===== config.mk =====
export PLATFORM = sky130hd
export DESIGN_NAME = fpu_pipe_drain_flat
export DESIGN_NICKNAME = d
export VERILOG_FILES = /design/src/rtl/fpu_pipe_drain_pkg.sv /design/src/rtl/fpu_pipe_drain_if.sv /design/src/rtl/fpu_pipe_drain_fifo.sv /design/src/rtl/fpu_pipe_drain.sv /design/src/flat_wrapper.sv
export SDC_FILE = /design/constraint.sdc
export NUM_CORES = 1
export LEC_CHECK = 0
export BUFFER_PORTS_ARGS = -buffer_cell sky130_fd_sc_hd__buf_2
export CAP_MARGIN = 30
export CORE_ASPECT_RATIO = 1.1
export CORE_MARGIN = 2
export CORE_UTILIZATION = 50
export DETAILED_ROUTE_END_ITERATION = 6
export PLACE_DENSITY = 0.7
export SLEW_MARGIN = 0
export SYNTH_ARGS = -nofsm -noshare
export SYNTH_HDL_FRONTEND = slang
export SYNTH_SLANG_ARGS = --single-unit

===== constraint.sdc =====
create_clock -name clk -period 4.1 [get_ports clk]
set_clock_uncertainty 0.2 [all_clocks]
set_input_delay 0.205 -clock clk [delete_from_list [all_inputs] [get_ports clk]]
set_output_delay 0.205 -clock clk [all_outputs]
set_load 0.02 [all_outputs]

===== src/rtl/fpu_pipe_drain_pkg.sv =====
// -----------------------------------------------------------------------------
// float_struct: shared single-precision float types for the FPU datapath.
// Holds the packed float layout, the result classification enum and a
// classifier helper used by the output drain when classification is built.
// -----------------------------------------------------------------------------
package float_struct;

   localparam int FP_WIDTH   = 32;
   localparam int FP_CLASS_W = 3;

   localparam logic [7:0]  FP_EXP_MAX  = 8'hFF;
   localparam logic [7:0]  FP_EXP_MIN  = 8'h00;
   localparam logic [22:0] FP_MAN_ZERO = 23'h000000;

   typedef struct packed {
      logic        sign;
      logic [7:0]  exponent;
      logic [22:0] mantissa;
   } float_point_num;

   typedef enum logic [2:0] {
      FP_ZERO = 3'd0,
      FP_SUB  = 3'd1,
      FP_NORM = 3'd2,
      FP_INF  = 3'd3,
      FP_NAN  = 3'd4
   } fp_class_t;

   // Classify a float by its exponent/mantissa; the sign is irrelevant.
   function automatic fp_class_t fp_classify(input float_point_num v);
      fp_class_t c;
      if (v.exponent == FP_EXP_MIN) begin
         c = (v.mantissa == FP_MAN_ZERO) ? FP_ZERO : FP_SUB;
      end else if (v.exponent == FP_EXP_MAX) begin
         c = (v.mantissa == FP_MAN_ZERO) ? FP_INF : FP_NAN;
      end else begin
         c = FP_NORM;
      end
      return c;
   endfunction

endpackage


===== src/rtl/fpu_pipe_drain_if.sv =====
// -----------------------------------------------------------------------------
// fpu_pipe_drain_if: pipeline-tail input, downstream valid/ready output and
// status signals of the FPU output drain. The slave modport is the drain
// itself; the master modport is the surrounding pipeline/consumer side.
// -----------------------------------------------------------------------------
interface fpu_pipe_drain_if #(
   parameter int DEPTH = 4,
   parameter int CNT_W = 16
) ();
   import float_struct::*;

   logic                     pipe_valid_i;
   float_point_num           pipe_data_i;
   logic                     pipe_en_o;
   logic                     out_valid_o;
   logic                     out_ready_i;
   float_point_num           out_data_o;
   fp_class_t                out_class_o;
   logic [$clog2(DEPTH):0]   level_o;
   logic [CNT_W-1:0]         retired_o;

   modport slave (
      input  pipe_valid_i,
      input  pipe_data_i,
      input  out_ready_i,
      output pipe_en_o,
      output out_valid_o,
      output out_data_o,
      output out_class_o,
      output level_o,
      output retired_o
   );

   modport master (
      output pipe_valid_i,
      output pipe_data_i,
      output out_ready_i,
      input  pipe_en_o,
      input  out_valid_o,
      input  out_data_o,
      input  out_class_o,
      input  level_o,
      input  retired_o
   );

endinterface


===== src/rtl/fpu_pipe_drain_fifo.sv =====
// -----------------------------------------------------------------------------
// fpu_drain_fifo: generic synchronous FIFO with a registered head.
// The head register always holds the entry that will be popped next, so the
// consumer sees a clean flop output. There is no empty bypass: a push into an
// empty FIFO shows up on the head one cycle later. Push and pop in the same
// cycle are legal at any occupancy, including full and empty (when empty the
// pop is ignored). DEPTH must be a power of two so the pointers wrap naturally.
// -----------------------------------------------------------------------------
module fpu_drain_fifo #(
   parameter int WIDTH = 32,
   parameter int DEPTH = 4
) (
   input  logic                   clk,
   input  logic                   rst,
   input  logic                   push,
   input  logic [WIDTH-1:0]       push_data,
   input  logic                   pop,
   output logic [WIDTH-1:0]       head,
   output logic [$clog2(DEPTH):0] level,
   output logic                   not_empty
);

   localparam int PTR_W = $clog2(DEPTH);
   localparam int LVL_W = PTR_W + 1;
   localparam logic [LVL_W-1:0] LVL_ZERO = {LVL_W{1'b0}};
   localparam logic [LVL_W-1:0] LVL_FULL = LVL_W'(DEPTH);

   logic [WIDTH-1:0] mem_r [DEPTH];
   logic [PTR_W-1:0] wr_ptr_r;
   logic [PTR_W-1:0] rd_ptr_r;
   logic [PTR_W-1:0] rd_ptr_nxt_s;
   logic [LVL_W-1:0] level_r;
   logic [LVL_W-1:0] level_nxt_s;
   logic [LVL_W-1:0] remain_s;
   logic [WIDTH-1:0] head_r;
   logic [WIDTH-1:0] head_nxt_s;
   logic             not_empty_r;
   logic             push_ok_s;
   logic             pop_ok_s;

   // Qualify requests: never pop an empty FIFO, never overwrite a full one
   // unless the head is leaving in the same cycle.
   always_comb begin
      pop_ok_s  = pop & (level_r != LVL_ZERO);
      push_ok_s = push & ((level_r != LVL_FULL) | pop_ok_s);
   end

   // Next occupancy and read pointer; remain_s is what is left after the pop.
   always_comb begin
      level_nxt_s = level_r;
      case ({push_ok_s, pop_ok_s})
         2'b10:   level_nxt_s = level_r + LVL_W'(1'b1);
         2'b01:   level_nxt_s = level_r - LVL_W'(1'b1);
         default: level_nxt_s = level_r;
      endcase
      if (pop_ok_s) begin
         rd_ptr_nxt_s = rd_ptr_r + PTR_W'(1'b1);
      end else begin
         rd_ptr_nxt_s = rd_ptr_r;
      end
      remain_s = level_r - LVL_W'(pop_ok_s);
   end

   // Next head: the incoming word if nothing older survives, else storage.
   always_comb begin
      head_nxt_s = head_r;
      if (level_nxt_s == LVL_ZERO) begin
         head_nxt_s = head_r;
      end else if (push_ok_s && (remain_s == LVL_ZERO)) begin
         head_nxt_s = push_data;
      end else begin
         head_nxt_s = mem_r[rd_ptr_nxt_s];
      end
   end

   // Pointer, occupancy and head registers.
   always_ff @(posedge clk) begin
      if (rst) begin
         wr_ptr_r    <= {PTR_W{1'b0}};
         rd_ptr_r    <= {PTR_W{1'b0}};
         level_r     <= LVL_ZERO;
         head_r      <= {WIDTH{1'b0}};
         not_empty_r <= 1'b0;
      end else begin
         if (push_ok_s) begin
            wr_ptr_r <= wr_ptr_r + PTR_W'(1'b1);
         end else begin
            wr_ptr_r <= wr_ptr_r;
         end
         rd_ptr_r    <= rd_ptr_nxt_s;
         level_r     <= level_nxt_s;
         head_r      <= head_nxt_s;
         not_empty_r <= (level_nxt_s != LVL_ZERO);
      end
   end

   // Entry storage; contents are only meaningful between wr and rd pointers.
   always_ff @(posedge clk) begin
      if (push_ok_s && !rst) begin
         mem_r[wr_ptr_r] <= push_data;
      end
   end

   assign head      = head_r;
   assign level     = level_r;
   assign not_empty = not_empty_r;

endmodule


===== src/rtl/fpu_pipe_drain.sv =====
// -----------------------------------------------------------------------------
// fpu_pipe_drain: output drain for the enable-gated FPU pipeline.
// Captures tail-stage results into a small FIFO, presents them downstream on
// valid/ready and generates the pipeline advance enable so a stalled consumer
// holds the whole pipeline instead of dropping results. pipe_en_o is the only
// combinational path (from out_ready_i); all other outputs are flops.
// Build option: define FPU_DRAIN_CLASSIFY_EN to classify each result at push
// time and carry the class with it; otherwise out_class_o is tied to FP_ZERO.
// -----------------------------------------------------------------------------
module fpu_pipe_drain
   import float_struct::*;
#(
   parameter int DEPTH = 4,
   parameter int CNT_W = 16
) (
   input  logic                 clk,
   input  logic                 rst,
   fpu_pipe_drain_if.slave      bus
);

   localparam int LVL_W = $clog2(DEPTH) + 1;
   localparam logic [LVL_W-1:0] DEPTH_L = LVL_W'(DEPTH);

`ifdef FPU_DRAIN_CLASSIFY_EN
   localparam int ENTRY_W = FP_WIDTH + FP_CLASS_W;
`else
   localparam int ENTRY_W = FP_WIDTH;
`endif

   logic               pop_s;
   logic               push_s;
   logic               pipe_en_s;
   logic               valid_s;
   logic [LVL_W-1:0]   level_s;
   logic [ENTRY_W-1:0] push_entry_s;
   logic [ENTRY_W-1:0] head_entry_s;
   logic [CNT_W-1:0]   retired_r;

   // Handshake: pipeline advances when a slot is free or the head leaves now.
   always_comb begin
      pop_s     = valid_s & bus.out_ready_i;
      pipe_en_s = ~rst & ((level_s < DEPTH_L) | pop_s);
      push_s    = pipe_en_s & bus.pipe_valid_i;
   end

`ifdef FPU_DRAIN_CLASSIFY_EN
   assign push_entry_s    = {fp_classify(bus.pipe_data_i), bus.pipe_data_i};
   assign bus.out_data_o  = float_point_num'(head_entry_s[FP_WIDTH-1:0]);
   assign bus.out_class_o = fp_class_t'(head_entry_s[ENTRY_W-1:FP_WIDTH]);
`else
   assign push_entry_s    = bus.pipe_data_i;
   assign bus.out_data_o  = float_point_num'(head_entry_s);
   assign bus.out_class_o = FP_ZERO;
`endif

   fpu_drain_fifo #(
      .WIDTH (ENTRY_W),
      .DEPTH (DEPTH)
   ) u_fifo (
      .clk       (clk),
      .rst       (rst),
      .push      (push_s),
      .push_data (push_entry_s),
      .pop       (pop_s),
      .head      (head_entry_s),
      .level     (level_s),
      .not_empty (valid_s)
   );

   // Count results handed to the consumer; wraps silently.
   always_ff @(posedge clk) begin
      if (rst) begin
         retired_r <= {CNT_W{1'b0}};
      end else if (pop_s) begin
         retired_r <= retired_r + CNT_W'(1'b1);
      end else begin
         retired_r <= retired_r;
      end
   end

   assign bus.pipe_en_o   = pipe_en_s;
   assign bus.out_valid_o = valid_s;
   assign bus.level_o     = level_s;
   assign bus.retired_o   = retired_r;

endmodule


===== src/flat_wrapper.sv =====
// flat-port wrapper written by rule: the top's interface ports become plain ports
module fpu_pipe_drain_flat import float_struct::*;
#(
   parameter int DEPTH = 4,
   parameter int CNT_W = 16
)
  (clk, rst, bus_pipe_valid_i, bus_pipe_data_i, bus_out_ready_i, bus_pipe_en_o, bus_out_valid_o, bus_out_data_o, bus_out_class_o, bus_level_o, bus_retired_o);
  fpu_pipe_drain_if #(.DEPTH(DEPTH), .CNT_W(CNT_W)) bus_i ();
  input  logic clk;
  input  logic rst;
  input wire logic [$bits(bus_i.pipe_valid_i)-1:0] bus_pipe_valid_i;
  input wire logic [$bits(bus_i.pipe_data_i)-1:0] bus_pipe_data_i;
  input wire logic [$bits(bus_i.out_ready_i)-1:0] bus_out_ready_i;
  output wire logic [$bits(bus_i.pipe_en_o)-1:0] bus_pipe_en_o;
  output wire logic [$bits(bus_i.out_valid_o)-1:0] bus_out_valid_o;
  output wire logic [$bits(bus_i.out_data_o)-1:0] bus_out_data_o;
  output wire logic [$bits(bus_i.out_class_o)-1:0] bus_out_class_o;
  output wire logic [$bits(bus_i.level_o)-1:0] bus_level_o;
  output wire logic [$bits(bus_i.retired_o)-1:0] bus_retired_o;
  assign bus_i.pipe_valid_i = bus_pipe_valid_i;
  assign bus_i.pipe_data_i = bus_pipe_data_i;
  assign bus_i.out_ready_i = bus_out_ready_i;
  assign bus_pipe_en_o = bus_i.pipe_en_o;
  assign bus_out_valid_o = bus_i.out_valid_o;
  assign bus_out_data_o = bus_i.out_data_o;
  assign bus_out_class_o = bus_i.out_class_o;
  assign bus_level_o = bus_i.level_o;
  assign bus_retired_o = bus_i.retired_o;
  fpu_pipe_drain #(.DEPTH(DEPTH), .CNT_W(CNT_W)) u_core (.clk(clk), .rst(rst), .bus(bus_i));
endmodule

After elaboration in Yosys (flattened, before gate mapping)
Memories as Yosys holds them, arrays and structs flattened. Cells that the tools add are included.

Register bits: 56. Bits in latches: 0. Bits in writable memories: 128. ROM bits: 0. Input bits: 36. Output and inout bits: 56. Word-level logic and storage cells: 37. Memories kept: 1.

Add/sub/neg operators: 6. Multiply operators: 0. Div/mod/pow operators: 0. Magnitude comparators: 1. Equality and inequality tests: 3. Shift operators: 0. Muxes and demuxes: 5. Bitwise operators: 8. Reduce and logical (&&, ||, !) cells: 7.

Memory list: u_core.u_fifo.mem_r (words 4, bits a word 32, rd ports 1, clocked after Yosys merged registers in 0, write ports 1, RTL line fpu_pipe_drain_fifo.sv:28) `logic [WIDTH-1:0] mem_r [DEPTH];`.

Operator list (number): 2-to-1 mux 32 bit (1); adder 16 x 1 -> 16 bit, second input constant (1); logical NOT 3 bit (2); case mux 3 bit (2 select lines) (1); nonzero test 3 bit (2); AND 1 bit (5); adder 2 x 1 -> 2 bit, second input constant (2); adder 3 x 1 -> 3 bit, second input constant (1); < comparator 3 bit, second input constant (1); != test 3 bit, second input constant (1); subtractor 3 x 1 -> 3 bit (1); subtractor 3 x 1 -> 3 bit, second input constant (1); == test 2 x 1 -> 1 bit, second input constant (1); == test 2 bit, second input constant (1); logical AND 1 bit (2); 2-to-1 mux 1 bit (2); 2-to-1 mux 2 bit (1); OR 1 bit (2); logical NOT 1 bit (1); NOT 1 bit (1).

Depth between registers and ports, before layout
Gate-level depths: netlist (run 1).

Depth after elaboration: 8. Gate-level depth with buffers: 13.

Hierarchy
From an unflattened synthesis (run 1), not the netlist that was laid out.

Cell total of the unflattened synthesis: 867. Area total of the unflattened synthesis: 9081.2 um2.

Modules (own cells, without submodules): fpu_drain_fifo (instances 1, cells an instance 775, area an instance 8315.5 um2, seq. area each 4644.5 um2); fpu_pipe_drain (instances 1, cells an instance 92, area an instance 765.7 um2, seq. area each 320.3 um2).

Worst setup path before layout (run 1)
OpenSTA, ideal clock, no wires.

Path kind: reg2reg. From: register u_core.u_fifo.level_r[2], in the netlist u_core.u_fifo.level[2]. To: register u_core.u_fifo.head_r[21], in the netlist u_core.u_fifo.head[21]. Data arrival time: 3.436 ns. Slack: 0.342 ns. Cell stages (with the launch flop): 13. Clock period less this slack: 3.758 ns. Cells stage by stage: dfxtp_1 buf_2 o311ai_4 buf_2 buf_2 nor2_1 fa_1 or4_1 mux2i_1 buf_4 buf_6 nor3_1 a221o_1.

Cells in the longest elaborated chain, start to end: 8. Elaborated cells between the ends (all ways): 21.

RTL lines: from (decl) (RTL line fpu_pipe_drain_fifo.sv:32) `logic [LVL_W-1:0] level_r;`; from (signal assigned) (RTL line fpu_pipe_drain_fifo.sv:91) `level_r <= level_nxt_s;`; < comparator 3 bit (RTL line fpu_pipe_drain.sv:42) `pipe_en_s = ~rst & ((level_s < DEPTH_L) | pop_s);`; OR 1 bit (RTL line fpu_pipe_drain.sv:42); AND 1 bit (RTL line fpu_pipe_drain.sv:42); AND 1 bit (RTL line fpu_pipe_drain.sv:43) `push_s = pipe_en_s & bus.pipe_valid_i;`; AND 1 bit (RTL line fpu_pipe_drain_fifo.sv:45) `push_ok_s = push & ((level_r != LVL_FULL) | pop_ok_s);`; == test 2 x 1 -> 1 bit or == test 2 bit (tied branches) (RTL line fpu_pipe_drain_fifo.sv:51) `case ({push_ok_s, pop_ok_s})`; case mux 3 bit (2 select lines) (RTL line fpu_pipe_drain_fifo.sv:51); logical NOT 3 bit (RTL line fpu_pipe_drain_fifo.sv:67) `if (level_nxt_s == LVL_ZERO) begin`; to (signal assigned) (RTL line fpu_pipe_drain_fifo.sv:82) `head_r <= {WIDTH{1'b0}};`; to (signal assigned) (RTL line fpu_pipe_drain_fifo.sv:92) `head_r <= head_nxt_s;`; to (decl) (RTL line fpu_pipe_drain_fifo.sv:35) `logic [WIDTH-1:0] head_r;`.

Several ways; a longest one is shown, not always the timed one. A chain may end at the register's enable or synchronous reset.

Final worst setup path (run 1)
From: register u_core.u_fifo.not_empty_r, in the netlist u_core.u_fifo.not_empty. To: register u_core.u_fifo.head_r[13], in the netlist u_core.u_fifo.head[13].

Cells in the longest elaborated chain, start to end: 8. Elaborated cells between the ends (all ways): 17.

RTL lines: from (decl) (RTL line fpu_pipe_drain_fifo.sv:37) `logic not_empty_r;`; from (signal assigned) (RTL line fpu_pipe_drain_fifo.sv:93) `not_empty_r <= (level_nxt_s != LVL_ZERO);`; AND 1 bit * (RTL line fpu_pipe_drain.sv:41) `pop_s = valid_s & bus.out_ready_i;`; OR 1 bit (RTL line fpu_pipe_drain.sv:42); AND 1 bit (RTL line fpu_pipe_drain.sv:42); AND 1 bit (RTL line fpu_pipe_drain.sv:43); AND 1 bit (RTL line fpu_pipe_drain_fifo.sv:45); == test 2 x 1 -> 1 bit or == test 2 bit (tied branches) (RTL line fpu_pipe_drain_fifo.sv:51); case mux 3 bit (2 select lines) (RTL line fpu_pipe_drain_fifo.sv:51); logical NOT 3 bit (RTL line fpu_pipe_drain_fifo.sv:67).

Every way passes the cells marked *; elsewhere a longest branch is shown, timed or not.

==> reports/results.ini, run 1 <==
[status]
status = completed

[sta]
tightestPinTransition_ps = 919.8
final-setup-viol-count = 0
drv_slew = 0
holdWs_ps = 41.31
timing.fmax_mhz = 269.9
period_minus_slack_ps = 3706
hold_violations = 0
rsz0062_at_grt = no
timing.final.crit_share_pct = 90.38
relSlewSlack_pct = 38.68
tns_ps = 0

[global_route]
grt_first_pass_wirelength_mm = 30.55
antenna_found_initial = 0
track_usage_pct = 22.43
grt_max_degree = 59
grt-ovfl-total = 0
grt_pass1_vias = 5776

[synthesis]
synthCells = 589
synth_cell_types = 48
synthesis.area_sq_mm = 0.008247
synth_top_area_share_pct = 46.61
syn_avg_cell_area_sq_um = 14.00
ys_ff_latch = 184
synth_area_leader_cell = edfxtp_1
synth.top_cells.by_area = edfxtp_1 47%, dfxtp_1 14%, mux4_2 9.8%, a221o_1 3.6%, mux2i_1 3.3%
yosysWarnings = 0
synth_edf_count = 128
yosysSeqAreaShare_pct = 60.20
synth_ff_type = edfxtp_1
async_flop_share_pct = 0

[drt]
vias = 5668
via_per_inst = 6.201
drtIter0Drc = 497
drc = 0
final_antenna_net_count = 0
firstDrtPassIters = 5
wire_per_inst_microns = 21.19
routed_wl_mm = 19.36

[clock_network]
cts-htree-levels = 4
root_buffer = clkbuf_16
path_clk_slew_ps = 60
clk_path_buf_depth = 2
cts_made_buffers = 17
tritoncts_num_sinks = 184
cts_tree = done
cts_resized = 0
insertion_delay_ps = 420

[die]
die_x_microns = 126.5
start_util_pct = 50.76
dieArea_sq_mm = 0.01754
fp-row-count = 49
ios = 92
die_h_microns = 138.7
core_sq_mm = 0.01625

[power]
power.leakage_nw = 3.584
ir_drop_uv = 333.9
power_w = 0.004380
p_per_area_mw_per_mm2 = 447.9

[critical_path]
cp-end-kind = flop
critPathArrivalTime_ps = 3870
path_class = reg -> reg
start_kind = flop
crit_fanout = 16
required_ps = 4260

[placed_design]
dp_hpwl_mm = 11.38
io_buffers = 88
place.gp.congestion = 0.7479

[run]
max_cap_violations = 0

[finish]
drive_above_1_share_pct = 25.07
finalNetCount = 740
diodes = 0
fin_util_pct = 60.20
area_growth_pct = 18.60

[min_path]
hold_path_class = in -> reg

==> layout make-up <==
cell class	count	area (sq um)
Clock buffer	22	454.2
Clock inverter	10	126.4
Fill cell	1267	6466
Inverter	13	48.80
Multi-Input combinational cell	342	2999
Sequential cell	184	4966
Tap cell	204	255.2
Timing Repair Buffer	139	930.9
==> synthesized netlist by cell type, types with 12 or more instances <==
cell type    n
edfxtp_1   128
dfxtp_1     56
nand2_1     49
mux4_2      36
a221o_1     30
clkbuf_1    27
mux2i_1     27
nor3_1      27
nor2_1      24
a2111oi_0   21
xnor2_1     14
a31oi_1     13
inv_1       12
nor4_1      12
==> final timing paths <==
kind | endpoint | from | slack [ps] | cells past startpoint
setup / recovery | u_core.u_fifo.head[13] | u_core.u_fifo.not_empty | 390 | 11
hold / removal | u_core.bus.retired_o[2] | bus_out_ready_i | 40 | 4
setup reg to reg | u_core.u_fifo.head[13] | u_core.u_fifo.not_empty | 390 | 11
hold reg to reg | u_core.u_fifo.head[8] | u_core.u_fifo.head[8] | 280 | 1
==> report_power, final <==
part           switching (W)  internal [W]  total (W)
clock network       0.000657      0.000968    0.00162
registers          0.0000654       0.00209    0.00216
logic               0.000368      0.000228   0.000596
==> critical path, cell delays in order (launching register included) <==
cell and delay (ps):
dfxtp_1 430, nand2_1 170, a21oi_1 200, and2_1 190, nor2_1 70, fa_1 430, xor2_1 170, or4_1 480
mux2i_4 170, and2b_1 570, buf_4 360, a221o_1 190
==> stage by stage <==
stage / std cells / cell area [sq um] / setup slack [ps]
after floorplan: 591 / 8254 / 342.0
after global placement: 849 / 8870 / 543.9
after detailed placement: 849 / 8870 / 410.6
after CTS: 914 / 9781 / 378.1
after global routing: 914 / 9781 / 130.3
final: 914 / 9781 / 394.3
==> per-layer routing <==
| layer | track usage (%) | up-vias | wire [microns] |
|---|---|---|---|
| met5 | 0 | - | 0 |
| met4 | 8.676 | 0 | 384 |
| met3 | 4.437 | 33 | 1121 |
| met2 | 38.16 | 222 | 9946 |
| met1 | 28.33 | 2862 | 7911 |
| li1 | - | 2551 | - |
==> flip-flops by register name, summed over array words and instances (netlist names) <==
signal / cells
u_core.u_fifo.level: 3
u_core.u_fifo.wr_ptr_r: 2
u_core.u_fifo.rd_ptr_r: 2
u_core.u_fifo.head: 32
u_core.bus.retired_o: 16
u_core.u_fifo.mem_r: 128
u_core.u_fifo.not_empty: 1
==> kinds of logic after synthesis <==
logic type	Yosys count	share of synthesized area (%)
flops	184	60.20
mux	67	14.02
xor+xnor	20	2.124
buf+inv	65	3.702
other cells	1	0.04547
simple gates	152	9.073
compound gates	93	9.680
fa+ha+maj	7	1.153
==> timing repair <==
item | 4_1_cts | 5_1_grt
setup buffers | 0 | 0
hold endpoints to repair | 150 | 0
hold buffers | 33 | 0
==> layout by cell type (no fill, tap or decap), drive strengths merged, types with 21 or more instances in the layout <==
| master | n |
|---|---|
| mux2i | 27 |
| buf | 106 |
| dfxtp | 56 |
| a221o | 30 |
| nor2 | 24 |
| edfxtp | 128 |
| nor3 | 27 |
| clkbuf | 22 |
| nand2 | 49 |
| a2111oi | 21 |
| dlygate4sd3 | 33 |
| mux4 | 38 |
Power figures use the tool's default switching activity.
==> inputs of run 2 (changes only) <==
Settings changed: CELL_PAD_IN_SITES_DETAIL_PLACEMENT set to 1, CELL_PAD_IN_SITES_GLOBAL_PLACEMENT set to 1, CORE_UTILIZATION 50 to 48, PLACE_DENSITY 0.7 to unset, PLACE_DENSITY_LB_ADDON set to 0.1.
==> reports/results.ini, run 2 (synthesized netlist as in run 1, its figures left out) <==
[clock_network]
cts-htree-levels = 4
cts_made_buffers = 17
hold_buffers = 32
insertion_delay_ps = 440
root_buffer = clkbuf_16
path_clk_slew_ps = 60
cts_tree = done
cts_resized = 0
cts_setup_buffers = 0
clk_path_buf_depth = 2
tritoncts_num_sinks = 184

[drt]
wire_per_inst_microns = 23.29
vias = 5727
drc = 0
final_antenna_net_count = 0
routed_wl_mm = 21.94
via_per_inst = 6.080
firstDrtPassIters = 5
drtIter0Drc = 394

[critical_path]
critPathLaunch = u_core.u_fifo.not_empty
r2r-start = u_core.u_fifo.not_empty
cp-end-kind = flop
crit_fanout = 30
start_kind = flop
path_class = reg -> reg
required_ps = 4280
critPathArrivalTime_ps = 3980

[power]
p_comb_share_pct = 14.6
p_per_area_mw_per_mm2 = 439.0
intPower_w = 0.003176
p_switching_w = 0.001130
swShare_pct = 26.25
seqPwrFrac_pct = 50.2
power_frac_clock_pct = 35.2
power.leakage_nw = 3.559
ir_drop_uv = 244.4

[finish]
drive_above_1_share_pct = 25.28
top_register = u_core.u_fifo.mem_r
fillers = 1666
diodes = 0
mostFrequentLayoutCells = 128 x edfxtp_1, 88 x buf_2, 55 x dfxtp_1
finalNetCount = 738
stdcell_count = 942
area_growth_pct = 18.97
largest_reg_flops = 128
final_common_cell = edfxtp_1

[placed_design]
io_buffers = 88
post-place-ws_ps = 353.6
place.gp.congestion = 0.7419
placed_cells = 876
dp_hpwl_mm = 12.42

[die]
ios = 92
core_sq_mm = 0.01695
die_h_microns = 141.5
fp-row-count = 50
die_x_microns = 129.0
start_util_pct = 48.64
dieArea_sq_mm = 0.01825

[status]
status = completed

[sta]
hold_violations = 0
rsz0062_at_grt = no
timing.fmax_mhz = 262.9
drv_slew = 0
tns_ps = 0
relSlewSlack_pct = 33.60
holdWs_ps = 32.26
timing.final.crit_share_pct = 92.79
final-setup-viol-count = 0
period_minus_slack_ps = 3804
tightestPinTransition_ps = 996.0
fin_ws_ps = 295.8

[global_route]
grt_max_degree = 72
grt-ovfl-total = 0
antenna_found_initial = 0
met1_usage_pct = 31.79
track_usage_pct = 25.17
grt_first_pass_wirelength_mm = 34.33
grt_pass1_vias = 6188
top_usage_layer = met2
use_met3_pct = 3.808
use_met2_pct = 43.61

[min_path]
hold_path_class = in -> reg
worstHoldStart = bus_pipe_valid_i

[run]
max_cap_violations = 0

[run 2: changes by cell type in the layout (fill, tap and decap cells not counted), sizes merged]
cell and change:
buf -1, bufinv -3, clkbuf +7, clkinv -4, dlygate4sd3 -1
[run 2: cell type report]
cell class                 instances  area (sq um)  area share, %
clock inverter                     3         18.77         0.1913
timing repair buffer             137         958.4          9.769
clock buffer                      29         511.7          5.216
inverter                          13         48.80         0.4974
multi-input combinational        342          3012          30.70
tap                              234         292.8          2.984
sequential                       184          4969          50.64
[run 2: final timing paths]
check | to | slack, ps | cells past startpoint
setup reg to reg | u_core.u_fifo.head[10] | 300 | 12
setup / recovery | u_core.u_fifo.head[10] | 300 | 12
hold / removal | u_core.u_fifo.wr_ptr_r[1] | 30 | 3
hold reg to reg | u_core.u_fifo.head[29] | 280 | 2
[run 2: routing by layer]
layer | wire length [microns] | share of wire (%)
met4 | 384 | 1.8
met3 | 932 | 4.2
met5 | 0 | 0
met2 | 11440 | 52
met1 | 9186 | 42
[run 2: critical path, stage by stage (launching register included)]
cell and delay, ps:
dfxtp_1 430, nand2_1 170, a21oi_1 200, buf_4 160, and2_1 180, nor2_1 60
fa_1 430, xor2_1 180, or4_1 490, mux2i_4 410, and2b_1 190, buf_4 400
a221o_1 230
[run 2: per-stage QoR]
stage | cell area, sq um | total power [W] | util [%]
after CTS | 9763 | 0.004320 | 57.59
after detailed placement | 8912 | 0.002794 | 52.57
after global routing | 9811 | 0.004438 | 57.87
after global placement | 8872 | 0.002763 | 52.33
after floorplan | 8254 | 0.002563 | -
final | 9811 | 0.004306 | 57.87
[run 2: power by group through the flow]
stage | clock [W] | sequential (W) | combinational (W)
floorplan | 0 | 0.00226 | 0.000301
global placement | 0 | 0.00219 | 0.000571
detailed placement | 0 | 0.00220 | 0.000596
CTS | 0.00154 | 0.00216 | 0.000623
global route | 0.00159 | 0.00217 | 0.000674
finish | 0.00152 | 0.00216 | 0.000629
==> inputs of run 3 (changes only) <==
Settings changed: CORE_ASPECT_RATIO 1.1 to 1.75.
==> reports/results.ini, run 3 (synthesized netlist as in run 1, its figures left out) <==
[status]
status = completed

[critical_path]
cp-end-kind = flop
critPathLaunch = u_core.u_fifo.not_empty
r2r_end = u_core.u_fifo.head[5]
path_class = reg -> reg
required_ps = 4210
start_kind = flop
endpoint = u_core.u_fifo.head[5]
cpMaxStageDelayCell = or4_1
crit_family = simple AND/OR/NAND/NOR gates
cp.depth = 11
crit_buf_inv = 1
rrSetupSlack_ps = 400
critPathArrivalTime_ps = 3810
reg2reg_depth = 11
crit_chain = nand2_1, a21oi_1, and2_1, nor2_1, fa_1, xor2_1, or4_1, mux2i_4, buf_4, nor3_1, a221o_1
r2r-start = u_core.u_fifo.not_empty
crit_fanout = 27
critical-path-max-stage-delay_ps = 490

[finish]
fillers = 1689
area_growth_pct = 20.19
final_common_cell = edfxtp_1
regArea_sq_mm = 0.004969
diodes = 0
multi_input_area_sq_mm = 0.003007
mostFrequentLayoutCells = 128 x edfxtp_1, 88 x buf_2, 55 x dfxtp_1
stdcell_count = 940
largest_reg_flops = 128
drive_above_1_share_pct = 26.23
finalNetCount = 743
top_register = u_core.u_fifo.mem_r
final_area_sq_mm = 0.009912

[sta]
final-setup-viol-count = 0
period_minus_slack_ps = 3703
tns_ps = 0
tightestPinTransition_ps = 916.4
timing.final.crit_share_pct = 90.31
drv_slew = 0
timing.fmax_mhz = 270.1
rsz0062_at_grt = no
relSlewSlack_pct = 38.90
hold_violations = 0

[die]
core_sq_mm = 0.01687
die_x_microns = 103.1
ios = 92
die_h_microns = 177.4
fp-row-count = 63
dieArea_sq_mm = 0.01829
start_util_pct = 48.89

[placed_design]
io_buffers = 88
place.gp.congestion = 0.7303
dp_hpwl_mm = 13.59
postPlaceCellArea_sq_mm = 0.008939
placed_cells = 874

[power]
power_w = 0.004468
ir_drop_uv = 282.1
power.leakage_nw = 3.625
p_per_area_mw_per_mm2 = 450.7

[clock_network]
path_clk_slew_ps = 70
root_buffer = clkbuf_16
clk_path_buf_depth = 2
cts-htree-levels = 4
cts_setup_buffers = 0
cts_made_buffers = 17
insertion_delay_ps = 430
tritoncts_num_sinks = 184
cts_tree = done

[drt]
final_antenna_net_count = 0
drc = 0
via_per_inst = 6.018
vias = 5657
wire_per_inst_microns = 23.42
firstDrtPassIters = 4
routed_wl_mm = 22.01
drtIter0Drc = 250

[global_route]
grt_pass1_vias = 6466
grt_max_degree = 72
antenna_found_initial = 0
grt_first_pass_wirelength_mm = 34.40
track_usage_pct = 25.42
grt-ovfl-total = 0

[run]
max_cap_violations = 0

[min_path]
hold_path_class = in -> reg

## run 3: changes by cell type in the layout (fill, tap and decap cells not counted), sizes merged
cell / before / now
clkinv: 3 / 6
dlygate4sd3: 32 / 33
clkinvlp: 0 / 1
bufinv: 0 / 2
buf: 105 / 109
clkbuf: 29 / 20
inv: 13 / 16
## run 3: layout make-up
type,count,area share [%]
timing repair buffer,142,9.972
clock buffer,20,4.822
clock inverter,12,1.389
inverter,13,0.4923
multi-input combinational,342,30.33
tap,227,2.865
sequential,184,50.13
## run 3: timing repair
action                                  in CTS  in global routing
endpoints found under the setup margin       0                  0
hold buffers                                33                  0
hold endpoints to repair                   150                  0
resized for setup                            0                  0
## run 3: worst min-delay path: cells and delay by family
kind / cells / cell delay [ps]
and+or+nand+nor: 2 / 210
buffers and inverters: 1 / 130
xor gates and xnor gates: 1 / 80
## run 3: report_power, final
part           internal, W  leakage (nW)  switching, W  total (W)
clock             0.000975         0.300      0.000717    0.00169
combinational     0.000233          1.70      0.000383   0.000616
sequential         0.00209          1.62     0.0000684    0.00216
total              0.00330          3.62       0.00117    0.00447
## run 3: worst min-delay path by stage
stage                                    from                          to  slack [ps]  cells after the start
final                         bus_out_ready_i     u_core.bus.retired_o[2]          40                      4
after global routing          bus_out_ready_i     u_core.bus.retired_o[2]         100                      4
after CTS                     bus_out_ready_i     u_core.bus.retired_o[2]          20                      4
after detailed placement  bus_pipe_data_i[21]  u_core.u_fifo.mem_r[3][21]         240                      1
after global placement    bus_pipe_data_i[21]  u_core.u_fifo.mem_r[1][21]         240                      1
after floorplan            bus_pipe_data_i[0]   u_core.u_fifo.mem_r[0][0]         100                      0
## run 3: routing by layer
metal / vias to the layer above / GRT usage, % / routed length, microns
met3: 16 / 4.372 / 945
met5: - / 0 / 0
li1: 2552 / - / -
met4: 0 / 10.47 / 384
met1: 2933 / 28.69 / 8129
met2: 156 / 46.27 / 12550
## run 3: per-stage QoR
step / util (%) / setup slack, ps / hold slack (ps)
after global routing: 58.76 / 161.2 / 95.97
after global placement: 52.81 / 624.4 / 235.4
after detailed placement: 52.99 / 459.7 / 243.2
after floorplan: - / 342.0 / 103.9
final: 58.76 / 397.3 / 39.96
after CTS: 58.60 / 420.6 / 24.54
